### src/rtl/sync_fifo_pkg.sv
// Shared constants and types for the synchronous FIFO.
package sync_fifo_pkg;

  localparam int unsigned DEFAULT_DSIZE = 8;
  localparam int unsigned DEFAULT_ASIZE = 4;
  localparam int unsigned DEFAULT_DEPTH = 1 << DEFAULT_ASIZE;

  // Occupancy type for the default geometry (0..DEPTH needs one extra bit).
  typedef logic [DEFAULT_ASIZE:0] count_t;

endpackage

### src/rtl/sync_fifo_mem.sv
// Dual-port storage for sync_fifo: synchronous write, combinational read, no reset.
module sync_fifo_mem #(
  parameter int unsigned DSIZE = 8,
  parameter int unsigned ASIZE = 4
) (
  input  logic             clk,
  input  logic             i_we,
  input  logic [ASIZE-1:0] i_waddr,
  input  logic [DSIZE-1:0] i_wdata,
  input  logic [ASIZE-1:0] i_raddr,
  output logic [DSIZE-1:0] o_rdata
);

  logic [DSIZE-1:0] r_mem [1 << ASIZE];

  always_ff @(posedge clk) begin
    if (i_we) begin
      r_mem[i_waddr] <= i_wdata;
    end
  end

  assign o_rdata = r_mem[i_raddr];

endmodule

### src/rtl/sync_fifo.sv
// Single-clock FIFO with occupancy count, threshold flags and sticky error flags.
// Define SYNC_FIFO_FWFT_EN for first-word-fall-through read data.
module sync_fifo
  import sync_fifo_pkg::*;
#(
  parameter int unsigned DSIZE    = DEFAULT_DSIZE,
  parameter int unsigned ASIZE    = DEFAULT_ASIZE,
  parameter int unsigned AF_LEVEL = (1 << ASIZE) - 2,
  parameter int unsigned AE_LEVEL = 2
) (
  input  logic             clk,
  input  logic             rst_n,
  input  logic             winc,
  input  logic [DSIZE-1:0] wdata,
  input  logic             rinc,
  output logic [DSIZE-1:0] rdata,
  output logic             wfull,
  output logic             rempty,
  output logic             almost_full,
  output logic             almost_empty,
  output logic [ASIZE:0]   count,
  output logic             overflow,
  output logic             underflow
);

  localparam logic [ASIZE:0] FULL_CNT = (ASIZE + 1)'(1 << ASIZE);
  localparam logic [ASIZE:0] AF_CNT   = (ASIZE + 1)'(AF_LEVEL);
  localparam logic [ASIZE:0] AE_CNT   = (ASIZE + 1)'(AE_LEVEL);

  logic [ASIZE:0]   r_wptr;
  logic [ASIZE:0]   r_rptr;
  logic             r_overflow;
  logic             r_underflow;
  logic             w_wr_en;
  logic             w_rd_en;
  logic [DSIZE-1:0] w_mem_rdata;

  // Pointers carry one wrap bit, so their modular difference spans 0..DEPTH.
  assign count        = r_wptr - r_rptr;
  assign rempty       = (count == '0);
  assign wfull        = (count == FULL_CNT);
  assign almost_full  = (count >= AF_CNT);
  assign almost_empty = (count <= AE_CNT);
  assign overflow     = r_overflow;
  assign underflow    = r_underflow;

  assign w_wr_en = winc & ~wfull;
  assign w_rd_en = rinc & ~rempty;

  always_ff @(posedge clk or negedge rst_n) begin
    if (!rst_n) begin
      r_wptr      <= '0;
      r_rptr      <= '0;
      r_overflow  <= 1'b0;
      r_underflow <= 1'b0;
    end else begin
      if (w_wr_en) r_wptr <= r_wptr + 1'b1;
      if (w_rd_en) r_rptr <= r_rptr + 1'b1;
      if (winc && wfull)  r_overflow  <= 1'b1;
      if (rinc && rempty) r_underflow <= 1'b1;
    end
  end

  sync_fifo_mem #(
    .DSIZE (DSIZE),
    .ASIZE (ASIZE)
  ) u_mem (
    .clk     (clk),
    .i_we    (w_wr_en),
    .i_waddr (r_wptr[ASIZE-1:0]),
    .i_wdata (wdata),
    .i_raddr (r_rptr[ASIZE-1:0]),
    .o_rdata (w_mem_rdata)
  );

`ifdef SYNC_FIFO_FWFT_EN
  assign rdata = rempty ? '0 : w_mem_rdata;
`else
  logic [DSIZE-1:0] r_rdata;

  always_ff @(posedge clk or negedge rst_n) begin
    if (!rst_n) begin
      r_rdata <= '0;
    end else if (w_rd_en) begin
      r_rdata <= w_mem_rdata;
    end
  end

  assign rdata = r_rdata;
`endif

endmodule

### config.mk
export PLATFORM = sky130hd
export DESIGN_NAME = sync_fifo
export DESIGN_NICKNAME = d
export VERILOG_FILES = /design/src/rtl/sync_fifo_pkg.sv /design/src/rtl/sync_fifo_mem.sv /design/src/rtl/sync_fifo.sv
export SDC_FILE = /design/constraint.sdc
export NUM_CORES = 1
export LEC_CHECK = 0
export CAP_MARGIN = 10
export CORE_MARGIN = 4
export CORE_UTILIZATION = 23
export DETAILED_ROUTE_END_ITERATION = 16
export MAX_ROUTING_LAYER = met4
export PLACE_DENSITY_LB_ADDON = 0.25
export REMOVE_ABC_BUFFERS = 1
export SYNTH_ARGS = -nofsm -noshare
export SYNTH_HDL_FRONTEND = slang
export SYNTH_HIERARCHICAL = 1
export SYNTH_SLANG_ARGS = --single-unit
### constraint.sdc
create_clock -name clk -period 3.51 [get_ports clk]
set_input_delay 0.351 -clock clk [delete_from_list [all_inputs] [get_ports clk]]
set_output_delay 0.351 -clock clk [all_outputs]
set_load 0.01 [all_outputs]
After elaboration in Yosys (flattened, before gate mapping) --
Memory sizes are Yosys's and may differ from the RTL's. A register that Yosys moved wholly into a read port is not among the register bits. Index checks and enable logic that the tools add are counted.
Storage, ports and cells: memories kept 1, flip-flop bits (word level) 12, RAM bits 128, bits of input ports 12
Memories:
- u_mem.r_mem | depth 16, bits a word 8, read ports 1, clocked after Yosys merged registers in 1, write ports 1, RTL line sync_fifo_mem.sv:14 | logic [DSIZE-1:0] r_mem [1 << ASIZE];
Operators by class: $lt $le $gt $ge 2, eq/ne operators 1, bitwise gates (word level) 4, add/subtract/negate cells 3, multiplexer cells 2, reductions and logical operators 4
Operators by type and width (number):
- 5-bit by 1-bit adder with 5-bit output, second input constant | 2
- 5-bit == test, second input constant | 1
- 5-bit by 4-bit greater-or-equal comparator with 1-bit output, second input constant | 1
- 5-bit by 2-bit less-or-equal comparator with 1-bit output, second input constant | 1
- 5-bit zero test | 1
- 5-bit subtractor | 1
- 1-bit bitwise AND | 2
- 1-bit logical AND | 2
- 1-bit two-way mux | 2
- 1-bit NOT | 2
- 1-bit zero test | 1

Logic depth before layout (Yosys ltp) --
Gate-level depths: netlist (run 1).
depth in word-level cells 6, depth in mapped cells 11, mapped depth without buffers 10

Modules after synthesis --
Netlist (run 1), hierarchy kept.
By module, submodules not included:
- sync_fifo_mem | instances 1, sequential area each 3843.7 sq um, area each 4987.3 sq um, cells an instance 221
- sync_fifo | instances 1, sequential area each 500.5 sq um, area each 1057.3 sq um, cells an instance 83

Worst setup path after synthesis (run 1) --
No wires, ideal clock.
path kind register to register, start reg r_wptr[0], end mem u_mem.r_mem[0][0] (enable), library setup time 383 ps, stages on the path, launching flop included 11, path buffers 0, data required time 3127 ps, data arrival time 3268 ps, path slack -142 ps, path through dfrtp_1 -> inv_1 -> ha_1 -> inv_1 -> fa_1 -> xor2_1 -> or3_1 -> inv_1 -> a31oi_1 -> or3b_2 -> nor3_1
Between the ends: word-level cells in the longest chain between the ends 6
Ends and longest elaborated chain:
- from (decl) | RTL line sync_fifo.sv:30 | logic [ASIZE:0] r_wptr;
- from (signal assigned) | RTL line sync_fifo.sv:57 | if (w_wr_en) r_wptr <= r_wptr + 1'b1;
- 5-bit subtractor | RTL line sync_fifo.sv:39 | assign count = r_wptr - r_rptr;
- net count[2] | RTL line sync_fifo.sv:21 | output logic [ASIZE:0] count,
- 5-bit == test | RTL line sync_fifo.sv:41 | assign wfull = (count == FULL_CNT);
- 1-bit NOT | RTL line sync_fifo.sv:47 | assign w_wr_en = winc & ~wfull;
- 1-bit bitwise AND | RTL line sync_fifo.sv:47
- net w_wr_en | RTL line sync_fifo.sv:34 | logic w_wr_en;
- 1-bit two-way mux | RTL line sync_fifo_mem.sv:17 | if (i_we) begin
- 1-bit two-way mux (not written as such) | RTL line sync_fifo_mem.sv:18 | r_mem[i_waddr] <= i_wdata;
- to (decl) | RTL line sync_fifo_mem.sv:14
The timed path passes the listed nets, and every way through them passes these cells.

Final worst setup path (run 1) --
start reg r_wptr[0], end out wfull
Between the ends: word-level cells in the longest chain between the ends 2
Ends and longest elaborated chain:
- 5-bit subtractor | RTL line sync_fifo.sv:39
- 5-bit == test | RTL line sync_fifo.sv:41
- to (decl) | RTL line sync_fifo.sv:17 | output logic wfull,
No other way between the ends.

==> flow_summary_export.csv, run 1 <==
group,metric,value,unit
power_and_ir_drop,ir_worst_vdd,1080,uV
logic_synthesis,netlist_top_cells_area,"edfxtp_1 (64%), dfrtp_1 (8.3%), mux4_2 (6.7%)",
clocking,clock_path_buffers,2,
sta,hold_ws,0.298,ns
clocking,clkSinkCount,148,
layout,stdcell_count,712,
layout,final_area,7450,um^2
setup_path,r2r_start,"r_wptr[0]",
place,place_inst,679,
clocking,cts_tree,"built",
logic_synthesis,synth_area,6040,um^2
sta,fmax,295,MHz
sta,post-route-min-period,3.39,ns
setup_path,rrSetupSlack,0.30,ns
grt,grt_max_degree,36,
setup_path,r2r_cells,11,
sta,worst_pin_slew,0.867,ns
grt,overflow,0,
grt,grt_first_pass_wirelength,19300,um
logic_synthesis,yosys.area.top_type,"edfxtp_1",
layout,areaGrowthSynthToFinish,23.2,%
routing,wl_per_cell,18.1,um
sta,skew,0.00783,ns
floorplan,die_y,170,um
min_path,min_path_type,"in2async",
sta,relSlewSlack,42.1,%
floorplan,start_util,23.3,%
grt,grt_pass1_vias,3049,
power_and_ir_drop,p_sw_share,32.0,%
logic_synthesis,synthFlopType,"edfxtp_1",
layout,finish.utilization,28.7,%
logic_synthesis,synth_cells,304,
power_and_ir_drop,seqPwrFrac,35.0,%
grt,antenna_found_initial,0,
power_and_ir_drop,p_total,6.78,mW
place,pre_cts_ws,0.276,ns
place,dp_hpwl,8090,um
routing,via_per_inst,4.21,
sta,finalSetupViolations,0,
logic_synthesis,yosysSeqAreaShare,71.9,%
floorplan,io_pins,31,
clocking,numCtsBuffers,17,
sta,drv_slew,0,
layout,nets,383,
setup_path,required,3.16,ns
setup_path,critical_path_class,"reg2out",
power_and_ir_drop,clkPwrFrac,27.2,%
power_and_ir_drop,p_per_area,910,nW/um^2
logic_synthesis,ys_types,39,
setup_path,r2r-end,"u_mem/r_mem[0][3]",
logic_synthesis,synth.avg_cell_area,19.9,um^2
layout,nFillCells,2580,
power_and_ir_drop,net-switching-power,2.17,mW
layout,layout-drive-gt1-share,23.6,%
floorplan,core_area,26000,um^2
place,placed_cell_area,6830,um^2
floorplan,dieArea,28900,um^2
clocking,clock-root-buffer,"clkbuf_16",
clocking,clk_pin_slew_worst_paths,0.06,ns
routing,vias,2998,
logic_synthesis,synth_edf_count,128,
place,gp_congestion,0.732,
logic_synthesis,synth_top_area_share,63.6,%
clocking,clock_latency,0.42,ns
logic_synthesis,ys_async_sr_fraction,13.5,%
sta,post-route-period-util,96.7,%
setup_path,crit_fanout,10,
routing,drtAntennaViolNets,0,
setup_path,startpoint_type,"flip-flop",
sta,rsz0062_at_grt,"false",
routing,first_pass_iters,4,
logic_synthesis,yosys_warnings,6,
floorplan,die-width,170,um
power_and_ir_drop,p_leak,2.58,nW
routing,drc,0,
layout,diodes,0,
sta,tns,0,ns
sta,hold_viol_final,0,
sta,fin_ws,0.117,ns
setup_path,crit_path_end_kind,"output port",
place,portBuffers,30,
grt,track_usage,9.46,%
flow_run,cap_violations,0,
clocking,h-tree-depth,4,
routing,drt_iter0_drc,224,
run_status,outcome,"finished clean",
setup_path,critPathArrivalTime,3.04,ns
routing,drt_wl_total,12900,um
floorplan,num_rows,59,
power_and_ir_drop,comb_power_share,37.8,%
power_and_ir_drop,internal_power,4.61,mW
logic_synthesis,yosys_register_bits,148,
## layer usage
metal,share of wire (%),up-vias,GRT usage [%]
met5,0,-,-
met4,1.6,0,3.51
met3,4.4,13,2.16
met2,49,58,14.8
met1,45,1575,12.1
li1,-,1352,-
## critical path, stage by stage (launching register included)
cell and delay, ns:
dfrtp_2 0.48, inv_1 0.12, ha_1 0.17, inv_1 0.05, fa_1 0.40, xor2_1 0.21, or3_4 0.36, inv_1 0.08
and3_2 0.22, clkdlybuf4s50_1 0.54
## area by class of cell
cell class | count | area, um^2 | share of cell area (%)
clock inverters | 13 | 171 | 2.30
clock buffers | 19 | 433 | 5.81
flip-flops and latches | 148 | 4350 | 58.4
inverters | 9 | 33.8 | 0.454
well taps | 335 | 419 | 5.63
multi-input cells | 136 | 1580 | 21.2
repair buffers | 52 | 468 | 6.28
## power groups by stage
stage	Clock (mW)	Sequential, mW	Combinational (mW)
floorplan	0	2.51	1.44
global placement	0	2.40	2.54
detailed placement	0	2.41	2.57
CTS	1.88	2.38	2.60
global route	1.97	2.41	2.76
finish	1.84	2.37	2.56
## worst max path at each step
stage                                    to      start  slack (ns)  cells past startpoint
after floorplan           u_mem/r_mem[0][0]  r_rptr[0]       -1.12                      9
after global placement    u_mem/r_mem[0][2]  r_wptr[0]        0.31                     11
after detailed placement  u_mem/r_mem[0][4]  r_wptr[0]        0.28                     11
after CTS                      almost_empty  r_wptr[0]        0.02                      9
after global routing                  wfull  r_wptr[0]        0.01                      9
final                                 wfull  r_wptr[0]        0.12                      9
## cell usage in the layout, fill, tap and decap left out, types with 2 or more instances in the layout
master,count
nand3_1,2
clkinvlp_4,3
nor3_1,6
bufinv_16,3
xnor2_1,6
dfrtp_2,2
buf_4,22
mux2_4,9
clkinv_4,2
inv_1,9
nand3b_1,2
mux4_1,14
inv_6,3
nand2b_1,4
clkdlybuf4s50_1,29
ha_1,6
xor2_1,5
nor2_1,16
edfxtp_1,128
a22oi_1,16
clkbuf_16,17
a21o_1,2
clkbuf_1,2
dfrtp_1,18
mux4_2,18
nand2_1,12
## Yosys cell counts, types with 6 or more instances
cell	instances
mux2_4	9
nor2_1	16
xnor2_1	6
edfxtp_1	128
nand2_1	12
nor3_1	6
ha_1	6
inv_1	9
a22oi_1	16
dfrtp_1	20
mux4_2	18
mux4_1	14
## logic make-up (layout without fill, tap and decap cells)
| family | count (synthesis) | after routing | share of synthesized area, % |
|---|---|---|---|
| AND/OR/NAND/NOR | 51 | 51 | 4.24 |
| multiplexers | 42 | 42 | 15.2 |
| adder cells (fa/ha/maj) | 7 | 7 | 1.57 |
| AO/OA/AOI/OAI | 24 | 24 | 3.06 |
| flip-flops | 148 | 148 | 71.9 |
| buffers and inverters | 20 | 93 | 2.17 |
| XOR/XNOR | 12 | 12 | 1.86 |
## registers in the layout (all words and copies together) (netlist names)
| name | cells |
|---|---|
| r_wptr | 5 |
| overflow | 1 |
| rdata | 8 |
| u_mem/r_mem | 128 |
| underflow | 1 |
| r_rptr | 5 |
## what timing repair did
item,CTS,global route
pin swaps,0,1
hold buffers,0,0
resized for setup,1,3
setup endpoints to repair,1,3
setup buffers,0,1
(Power assumes the default switching activity.)
==> run 2, diff against run 1 <==
Settings changed: ABC_AREA from default to 0.
==> results of run 2 <==
Same layout as run 1: the final DEF is identical, and so are final timing and power.
